--- src/rtl/cmlk_param_commit.sv ---
// cmlk_param_commit: stages a timing-parameter set, range-checks it, waits for a
// falling frame trigger (or a forced exit), then presents the set and strobes
// load_param so the downstream timing controller swaps atomically.
module cmlk_param_commit #(
  parameter int unsigned SYNC_STAGES    = 2,
  parameter int unsigned LOAD_HOLD      = 4,
  parameter logic [31:0] TIMEOUT_CYCLES = 32'd100000000
) (
  input  logic        clk,
  input  logic        rst,
  input  logic        commit_req,
  input  logic [15:0] cmos_freq_i,
  input  logic [15:0] cmos_width_i,
  input  logic [31:0] laser_freq_i,
  input  logic [31:0] laser_width_i,
  input  logic [31:0] gate_width_a_i,
  input  logic [31:0] gate_delay_a_i,
  input  logic [31:0] gate_width_b_i,
  input  logic [31:0] gate_delay_b_i,
  input  logic [7:0]  tim_cycles_m_i,
  input  logic [7:0]  delay_step_i,
  input  logic [15:0] bg_deci_n_i,
  input  logic        frame_ext_trig,
  input  logic        clock_locked,
  output logic [15:0] cmos_freq,
  output logic [15:0] cmos_width,
  output logic [31:0] laser_freq,
  output logic [31:0] laser_width,
  output logic [31:0] gate_width_a,
  output logic [31:0] gate_delay_a,
  output logic [31:0] gate_width_b,
  output logic [31:0] gate_delay_b,
  output logic [7:0]  tim_cycles_m,
  output logic [7:0]  delay_step,
  output logic [15:0] bg_frame_deci_n,
  output logic        load_param,
  output logic        busy,
  output logic        commit_done,
  output logic        commit_drop,
  output logic        err_valid,
  output logic [5:0]  err_code
);

  typedef struct packed {
    logic [15:0] cmos_freq;
    logic [15:0] cmos_width;
    logic [31:0] laser_freq;
    logic [31:0] laser_width;
    logic [31:0] gate_width_a;
    logic [31:0] gate_delay_a;
    logic [31:0] gate_width_b;
    logic [31:0] gate_delay_b;
    logic [7:0]  tim_cycles_m;
    logic [7:0]  delay_step;
    logic [15:0] bg_deci_n;
  } param_t;

  typedef enum logic [2:0] {
    S_IDLE, S_CHECK, S_REJECT, S_WAIT, S_APPLY, S_PULSE, S_DONE
  } state_t;

  localparam logic [31:0] HOLD_LAST = 32'(LOAD_HOLD - 1);
  localparam logic [31:0] TMO_LAST  = TIMEOUT_CYCLES - 32'd1;

  state_t                 state_q, state_d;
  logic [31:0]            cnt_q, cnt_d;
  param_t                 stg_q, com_q, in_p;
  logic [5:0]             err_code_q, chk;
  logic                   drop_q;
  logic [SYNC_STAGES-1:0] sync_q;
  logic                   trig_prev_q;
  logic                   fall;
  logic [32:0]            sum_a, sum_b;

  assign in_p = {cmos_freq_i, cmos_width_i, laser_freq_i, laser_width_i,
                 gate_width_a_i, gate_delay_a_i, gate_width_b_i, gate_delay_b_i,
                 tim_cycles_m_i, delay_step_i, bg_deci_n_i};

  // Edge register runs continuously so an edge on the WAIT entry cycle is seen.
  assign fall = trig_prev_q & ~sync_q[SYNC_STAGES-1];

  // Range check of the staged set; gate sums are 33-bit so they cannot wrap.
  always_comb begin
    sum_a  = {1'b0, stg_q.gate_delay_a} + {1'b0, stg_q.gate_width_a};
    sum_b  = {1'b0, stg_q.gate_delay_b} + {1'b0, stg_q.gate_width_b};
    chk[0] = (stg_q.cmos_freq == '0) || (stg_q.cmos_width == '0) ||
             (stg_q.cmos_width >= stg_q.cmos_freq);
    chk[1] = (stg_q.laser_freq == '0) || (stg_q.laser_width == '0) ||
             (stg_q.laser_width >= stg_q.laser_freq);
    chk[2] = sum_a > {1'b0, stg_q.laser_freq};
    chk[3] = sum_b > {1'b0, stg_q.laser_freq};
    chk[4] = (stg_q.tim_cycles_m == '0);
    chk[5] = (stg_q.bg_deci_n == '0);
  end

  // Next state; cnt counts WAIT (timeout) and PULSE (hold) cycles, zero on entry.
  always_comb begin
    state_d = state_q;
    cnt_d   = '0;
    case (state_q)
      S_IDLE:   if (commit_req) state_d = S_CHECK;
      S_CHECK:  state_d = (chk != '0) ? S_REJECT : S_WAIT;
      S_REJECT: state_d = S_IDLE;
      S_WAIT: begin
        if (fall || !clock_locked || (cnt_q == TMO_LAST)) state_d = S_APPLY;
        else cnt_d = cnt_q + 32'd1;
      end
      S_APPLY:  state_d = S_PULSE;
      S_PULSE: begin
        if (cnt_q == HOLD_LAST) state_d = S_DONE;
        else cnt_d = cnt_q + 32'd1;
      end
      S_DONE:   state_d = S_IDLE;
      default:  state_d = S_IDLE;
    endcase
  end

  // State, counter, trigger synchroniser and drop flag.
  always_ff @(posedge clk) begin
    if (rst) begin
      state_q     <= S_IDLE;
      cnt_q       <= '0;
      sync_q      <= '0;
      trig_prev_q <= 1'b0;
      drop_q      <= 1'b0;
    end else begin
      state_q     <= state_d;
      cnt_q       <= cnt_d;
      sync_q      <= {sync_q[SYNC_STAGES-2:0], frame_ext_trig};
      trig_prev_q <= sync_q[SYNC_STAGES-1];
      drop_q      <= commit_req && (state_q != S_IDLE);
    end
  end

  // Staging capture on accept, error latch at CHECK, committed set loaded on the
  // WAIT->APPLY edge so it is stable for a full cycle before load_param rises.
  always_ff @(posedge clk) begin
    if (rst) begin
      stg_q      <= '0;
      com_q      <= '0;
      err_code_q <= '0;
    end else begin
      if (state_q == S_IDLE && commit_req) begin
        stg_q      <= in_p;
        err_code_q <= '0;
      end
      if (state_q == S_CHECK) err_code_q <= chk;
      if (state_q == S_WAIT && state_d == S_APPLY) com_q <= stg_q;
    end
  end

  assign busy        = (state_q == S_CHECK) || (state_q == S_WAIT) ||
                       (state_q == S_APPLY) || (state_q == S_PULSE);
  assign err_valid   = (state_q == S_REJECT);
  assign commit_done = (state_q == S_DONE);
  assign load_param  = (state_q == S_PULSE);
  assign commit_drop = drop_q;
  assign err_code    = err_code_q;

  assign cmos_freq       = com_q.cmos_freq;
  assign cmos_width      = com_q.cmos_width;
  assign laser_freq      = com_q.laser_freq;
  assign laser_width     = com_q.laser_width;
  assign gate_width_a    = com_q.gate_width_a;
  assign gate_delay_a    = com_q.gate_delay_a;
  assign gate_width_b    = com_q.gate_width_b;
  assign gate_delay_b    = com_q.gate_delay_b;
  assign tim_cycles_m    = com_q.tim_cycles_m;
  assign delay_step      = com_q.delay_step;
  assign bg_frame_deci_n = com_q.bg_deci_n;

endmodule

--- config.mk ---
export PLATFORM = sky130hd
export DESIGN_NAME = cmlk_param_commit
export DESIGN_NICKNAME = d
export VERILOG_FILES = /design/src/rtl/cmlk_param_commit.sv
export SDC_FILE = /design/constraint.sdc
export NUM_CORES = 1
export LEC_CHECK = 0
export BUFFER_PORTS_ARGS = -buffer_cell sky130_fd_sc_hd__buf_2
export CAP_MARGIN = 20
export CORE_UTILIZATION = 30
export DETAILED_ROUTE_END_ITERATION = 8
export GPL_ROUTABILITY_DRIVEN = 0
export HOLD_SLACK_MARGIN = 0.1
export PLACE_DENSITY = 0.56
export SYNTH_ARGS = -nofsm -noshare
export SYNTH_HDL_FRONTEND = slang
export SYNTH_SLANG_ARGS = --single-unit
--- constraint.sdc ---
create_clock -name clk -period 5.97 [get_ports clk]
set_input_delay 0.8955 -clock clk [delete_from_list [all_inputs] [get_ports clk]]
set_output_delay 0.8955 -clock clk [all_outputs]
set_load 0.1 [all_outputs]
# --- After elaboration in Yosys (flattened, before gate mapping) ---
# Index checks and enable logic that the tools add are counted.
op_classes:
  n_mux: 10
  add_sub_neg: 3
  n_eq_ne: 9
  n_bitwise: 2
  magnitude_cmp: 4
  shifts: 0
  reduce_logical: 23
  mul: 0
  div: 0
op_table:
  columns: ["op", "count"]
  rows:
  - ["$add 32x32->33", 2]
  - ["$gt 33x32->1", 2]
  - ["$logic_not 32->1", 2]
  - ["$mux 32", 2]
  - ["$pmux 32 s2", 1]
  - ["$logic_not 16->1", 3]
  - ["$add 32x1->32 const B", 1]
  - ["$eq 32x2->1 const B", 1]
  - ["$eq 32x27->1 const B", 1]
  - ["$ge 32x32->1", 1]
  - ["$ge 16x16->1", 1]
  - ["$pmux 3 s5", 1]
  - ["$eq 3x3->1 const B", 4]
  - ["$mux 6", 2]
  - ["$logic_or 1x1->1", 9]
  - ["$mux 3", 3]
  - ["$logic_not 8->1", 1]
  - ["$eq 3x2->1 const B", 2]
  - ["$reduce_bool 6->1", 1]
  - ["$eq 3x1->1 const B", 1]
  - ["$logic_and 1x1->1", 3]
  - ["$logic_not 3->1", 1]
  - ["$reduce_bool 3->1", 1]
  - ["$reduce_bool 2->1", 1]
  - ["4 further kinds", 4]
word_totals:
  latch_bits: 0
  memories: 0
  ram_bits: 0
  inputBits: 261
  romBits: 0
  ff_bits: 557

# --- Logic depth before layout (Yosys ltp) ---
logic_depth:
  ltp_word: 8
  mapped_depth: 22
  depth_no_buf: 22

# --- Worst setup path before layout ---
# OpenSTA, ideal clock, no wires.
synth_timing:
  path_kind: "register -> register"
  startpoint: "reg stg_q[32] (netlist name)"
  endpoint: "reg state_q[0]"
  setup_slack_ns: 1.796
  setup_ns: 0.060
  t_arrival_ns: 4.114
  synth_period_minus_slack_ns: 4.174
  stages_incl_launch_ff: 22
  path_cell_list: "dfxtp_1 -> ha_1 -> inv_1 -> fa_1 -> nor2b_1 -> o31a_1 -> o32ai_4 -> o31a_1 -> a21oi_2 -> a21o_1 -> a21oi_1 -> xnor2_1 -> ha_1 -> a21o_1 -> a21o_1 -> a21oi_1 -> nor2_1 -> a2111oi_0 -> o221ai_1 -> a221oi_2 -> and4_1 -> a41o_1"
synth_between:
  elab_chain_len: 5
synth_rtl:
  columns: ["item", "line", "source"]
  rows:
  - ["start, declared", "67", "param_t stg_q, com_q, in_p;"]
  - ["start signal, assigned", "144", "stg_q <= in_p;"]
  - ["$add 32x32->33", "85", "sum_b = {1'b0, stg_q.gate_delay_b} + {1'b0, stg_q.gate_width_b};"]
  - ["$gt 33x32->1", "91", "chk[3] = sum_b > {1'b0, stg_q.laser_freq};"]
  - ["$reduce_bool 6->1", "102", "S_CHECK: state_d = (chk != '0) ? S_REJECT : S_WAIT;"]
  - ["$mux 1", "102", null]
  - ["$pmux 3 s5", "100", "case (state_q)"]
  - ["end signal, assigned", "127", "state_q <= state_d;"]
  - ["end, declared", "65", "state_t state_q, state_d;"]
# No other way between the ends.
# A chain may end at the register's enable or synchronous reset.

# --- Final worst setup path ---
# Ends and elaborated chain as after synthesis.

==> impl_metrics.yaml <==
global_routing:
  grt_max_degree: 201
  track_usage_pct: 20.1
  grt_pass1_wl_um: 133000
  antenna_found_initial: 13
  grt_pass1_vias: 21923
  gr-total-overflow: 0
power_and_ir_drop:
  peakVddDrop_v: 0.000203
  p_leak_nw: 12.9
  pwr_density_cell_nw_per_um2: 304
clock_network:
  cts.sinks: 557
  h-tree-depth: 2
  clock_latency_ns: 0.67
  post_cts_buffers: 0
  cts_repair_resize_count: 0
  postCtsHoldBufs: 0
  cts_root_buf: "clkbuf_16"
  clockBufferDepth: 3
  path_clk_slew_ns: 0.06
  cts_buffers: 61
  cts_tree: "yes"
critical_path:
  r2r_end: "state_q[0]"
  path_max_fanout: 4
  endpoint_kind: "flip-flop"
  cp-start-kind: "flip-flop"
  r2r_slack_ns: 1.23
  cp.arrival_ns: 5.35
  reg2reg_depth: 21
  crit_required_ns: 6.58
  path_class: "flip-flop to flip-flop"
  r2r-start: "stg_q[32]"
floorplan:
  ios: 528
  fp.dieH_um: 293
  die_x_um: 293
  die_area_um2: 85600
  core-area_um2: 83600
  start_util_pct: 30.3
  num_rows: 106
worst_hold_path:
  hold_end: "sync_q[1]"
  hp-class: "flip-flop to flip-flop"
  hold_depth: 1
  hold_path_startpoint: "sync_q[0]"
layout:
  multi_input_area_um2: 13100
  layout_commonest_cell: "nand2_1"
  area.growth.synth_to_final_pct: 22.3
  final-seq-area_um2: 11200
  final_cell_mix: "nand2_1, a21oi_1, dfxtp_1"
  drive_gt1_share_pct: 17.7
  fill_cells: 8843
  finalNetCount: 4125
route:
  via_per_inst: 4.89
  wire_per_inst_um: 18.5
  drtAntennaViolNets: 0
  firstDrtPassIters: 5
  drt_iter0_drc: 1340
  wirelength_um: 89300
  vias: 23602
  drcViolationCount: 0
timing:
  finalHoldViolations: 0
  tightest_slew_ns: 1.10
  fin_crit_sh_pct: 79.3
  slew_headroom_pct: 26.8
  period_needed_ns: 4.74
  rsz0062_at_grt: "false"
  setup_ws_ns: 1.23
  max_freq_mhz: 211
  clock_skew_ns: 0.0493
  setup_violations: 0
  finalSetupTns_ns: 0
  slew_viol_final: 0
yosys:
  yosysSeqAreaShare_pct: 44.0
  synth-edff-count: 0
  synth_top_area_share_pct: 44.0
  ys_warn_count: 0
  synth-main-ff-cell: "dfxtp_1"
  post-synth-top-area-cell: "dfxtp_1"
  ys_ff_latch: 557
  synth.cell_area_um2: 25300
  syn-num-nets: 3708
  async_flop_share_pct: 0
  syn_area_per_cell_um2: 7.75
  post_synth_inst_count: 3268
  ys_types: 68
  synthTopCellsByArea: "dfxtp_1, nand2_1, a21oi_1, ha_1, clkbuf_1"
run:
  drv_cap: 0
placement:
  pre_cts_ws_ns: 1.17
  dpl.hpwl_um: 64600
  numPortBuffers: 527
outcome:
  status: "finished, final reports clean"
==> critical path: stages (launching register included) <==
cell and delay, ns:
dfxtp_1 0.35, ha_1 0.21, inv_1 0.06, fa_1 0.40, nor2b_1 0.18, o31a_1 0.26, o32ai_4 0.14, o31a_1 0.39
a21oi_2 0.24, a21o_1 0.14, a21oi_1 0.07, xnor2_1 0.18, ha_1 0.27, a21o_1 0.16, a21o_1 0.17, a21oi_1 0.14
nor2_1 0.05, a2111oi_0 0.35, o221ai_1 0.18, a221oi_2 0.35, and4_1 0.25, a41o_1 0.17
==> flip-flops by register name (all words and copies together) (netlist names), 6 cells and up <==
register,count
cmos_width,16
stg_q,256
gate_delay_b,32
bg_frame_deci_n,16
laser_freq,32
cnt_q,32
tim_cycles_m,8
gate_width_a,32
gate_delay_a,32
err_code,6
laser_width,32
delay_step,8
gate_width_b,32
cmos_freq,16
==> layout make-up <==
cell class	count	area share (%)
multi-input cells	2441	42.3
well taps	1080	4.36
clock inverters	28	1.33
diodes	7	0.0566
repair buffers	540	9.15
flip-flops and latches	557	36.0
inverters	84	1.02
clock buffers	86	5.75
==> Yosys cell counts, types with 3 or more instances <==
master / instances
a2111oi_0: 6
a211oi_1: 11
a21o_1: 44
a21oi_1: 607
a221oi_1: 3
a31oi_1: 6
a41o_1: 3
and2_1: 5
and3_1: 11
and4_1: 8
buf_2: 55
clkbuf_1: 129
dfxtp_1: 557
ha_1: 177
inv_1: 84
nand2_1: 1077
nand2b_1: 16
nand3_1: 38
nand4_1: 35
nor2_1: 101
nor2b_1: 12
nor3_1: 21
nor3b_1: 3
nor4_1: 38
o211ai_1: 5
o21a_1: 12
o21ai_0: 50
o21ai_1: 3
o21bai_1: 15
o31a_1: 3
or3_1: 4
or4_1: 4
xnor2_1: 50
xor2_1: 30
==> worst max path at each step <==
stage,from,end,slack (ns)
finish,stg_q[32],state_q[0],1.23
global route,stg_q[32],state_q[0],0.79
CTS,stg_q[32],state_q[0],1.16
detailed placement,stg_q[32],state_q[0],1.17
global placement,stg_q[32],state_q[0],1.28
floorplan,stg_q[32],state_q[0],1.80
==> metal layers <==
| layer | track usage, % | vias to the layer above | routed length (um) |
|---|---|---|---|
| met4 | 7.28 | 10 | 2760 |
| met2 | 31.0 | 581 | 39800 |
| met1 | 27.5 | 11015 | 41400 |
| met5 | 0 | - | 68 |
| met3 | 4.04 | 136 | 5270 |
| li1 | - | 11860 | - |
==> cell families (layout without fill, tap and decap cells) <==
kind of cell / count (synthesis) / count (layout) / synth area share [%]
xor gates and xnor gates: 80 / 80 / 2.77
AOI/OAI and AO/OA: 801 / 801 / 17.6
DFF: 557 / 557 / 44.0
other: 0 / 7 / 0
muxes: 1 / 1 / 0.0395
and+or+nand+nor: 1380 / 1380 / 22.3
adders and majority gates: 179 / 179 / 8.90
buffers and inverters: 270 / 738 / 4.30
==> report_power, final <==
part	switching [mW]	total, mW	internal [mW]
combinational	0.872	1.36	0.493
sequential	0.150	4.00	3.85
clock	1.69	4.05	2.36
==> per-stage QoR <==
stage	instance area [um2]	power (mW)	utilization, %	cells	hold WS (ns)
finish	31000	9.42	37.1	4823	0.446
CTS	31000	9.53	37.0	4816	0.401
global placement	28800	5.45	34.4	4702	0.430
detailed placement	28800	5.46	34.4	4702	0.436
floorplan	25300	4.95	-	3268	0.414
global route	31000	9.85	37.1	4822	0.443
Note: power is estimated with default switching activity, not from simulation.
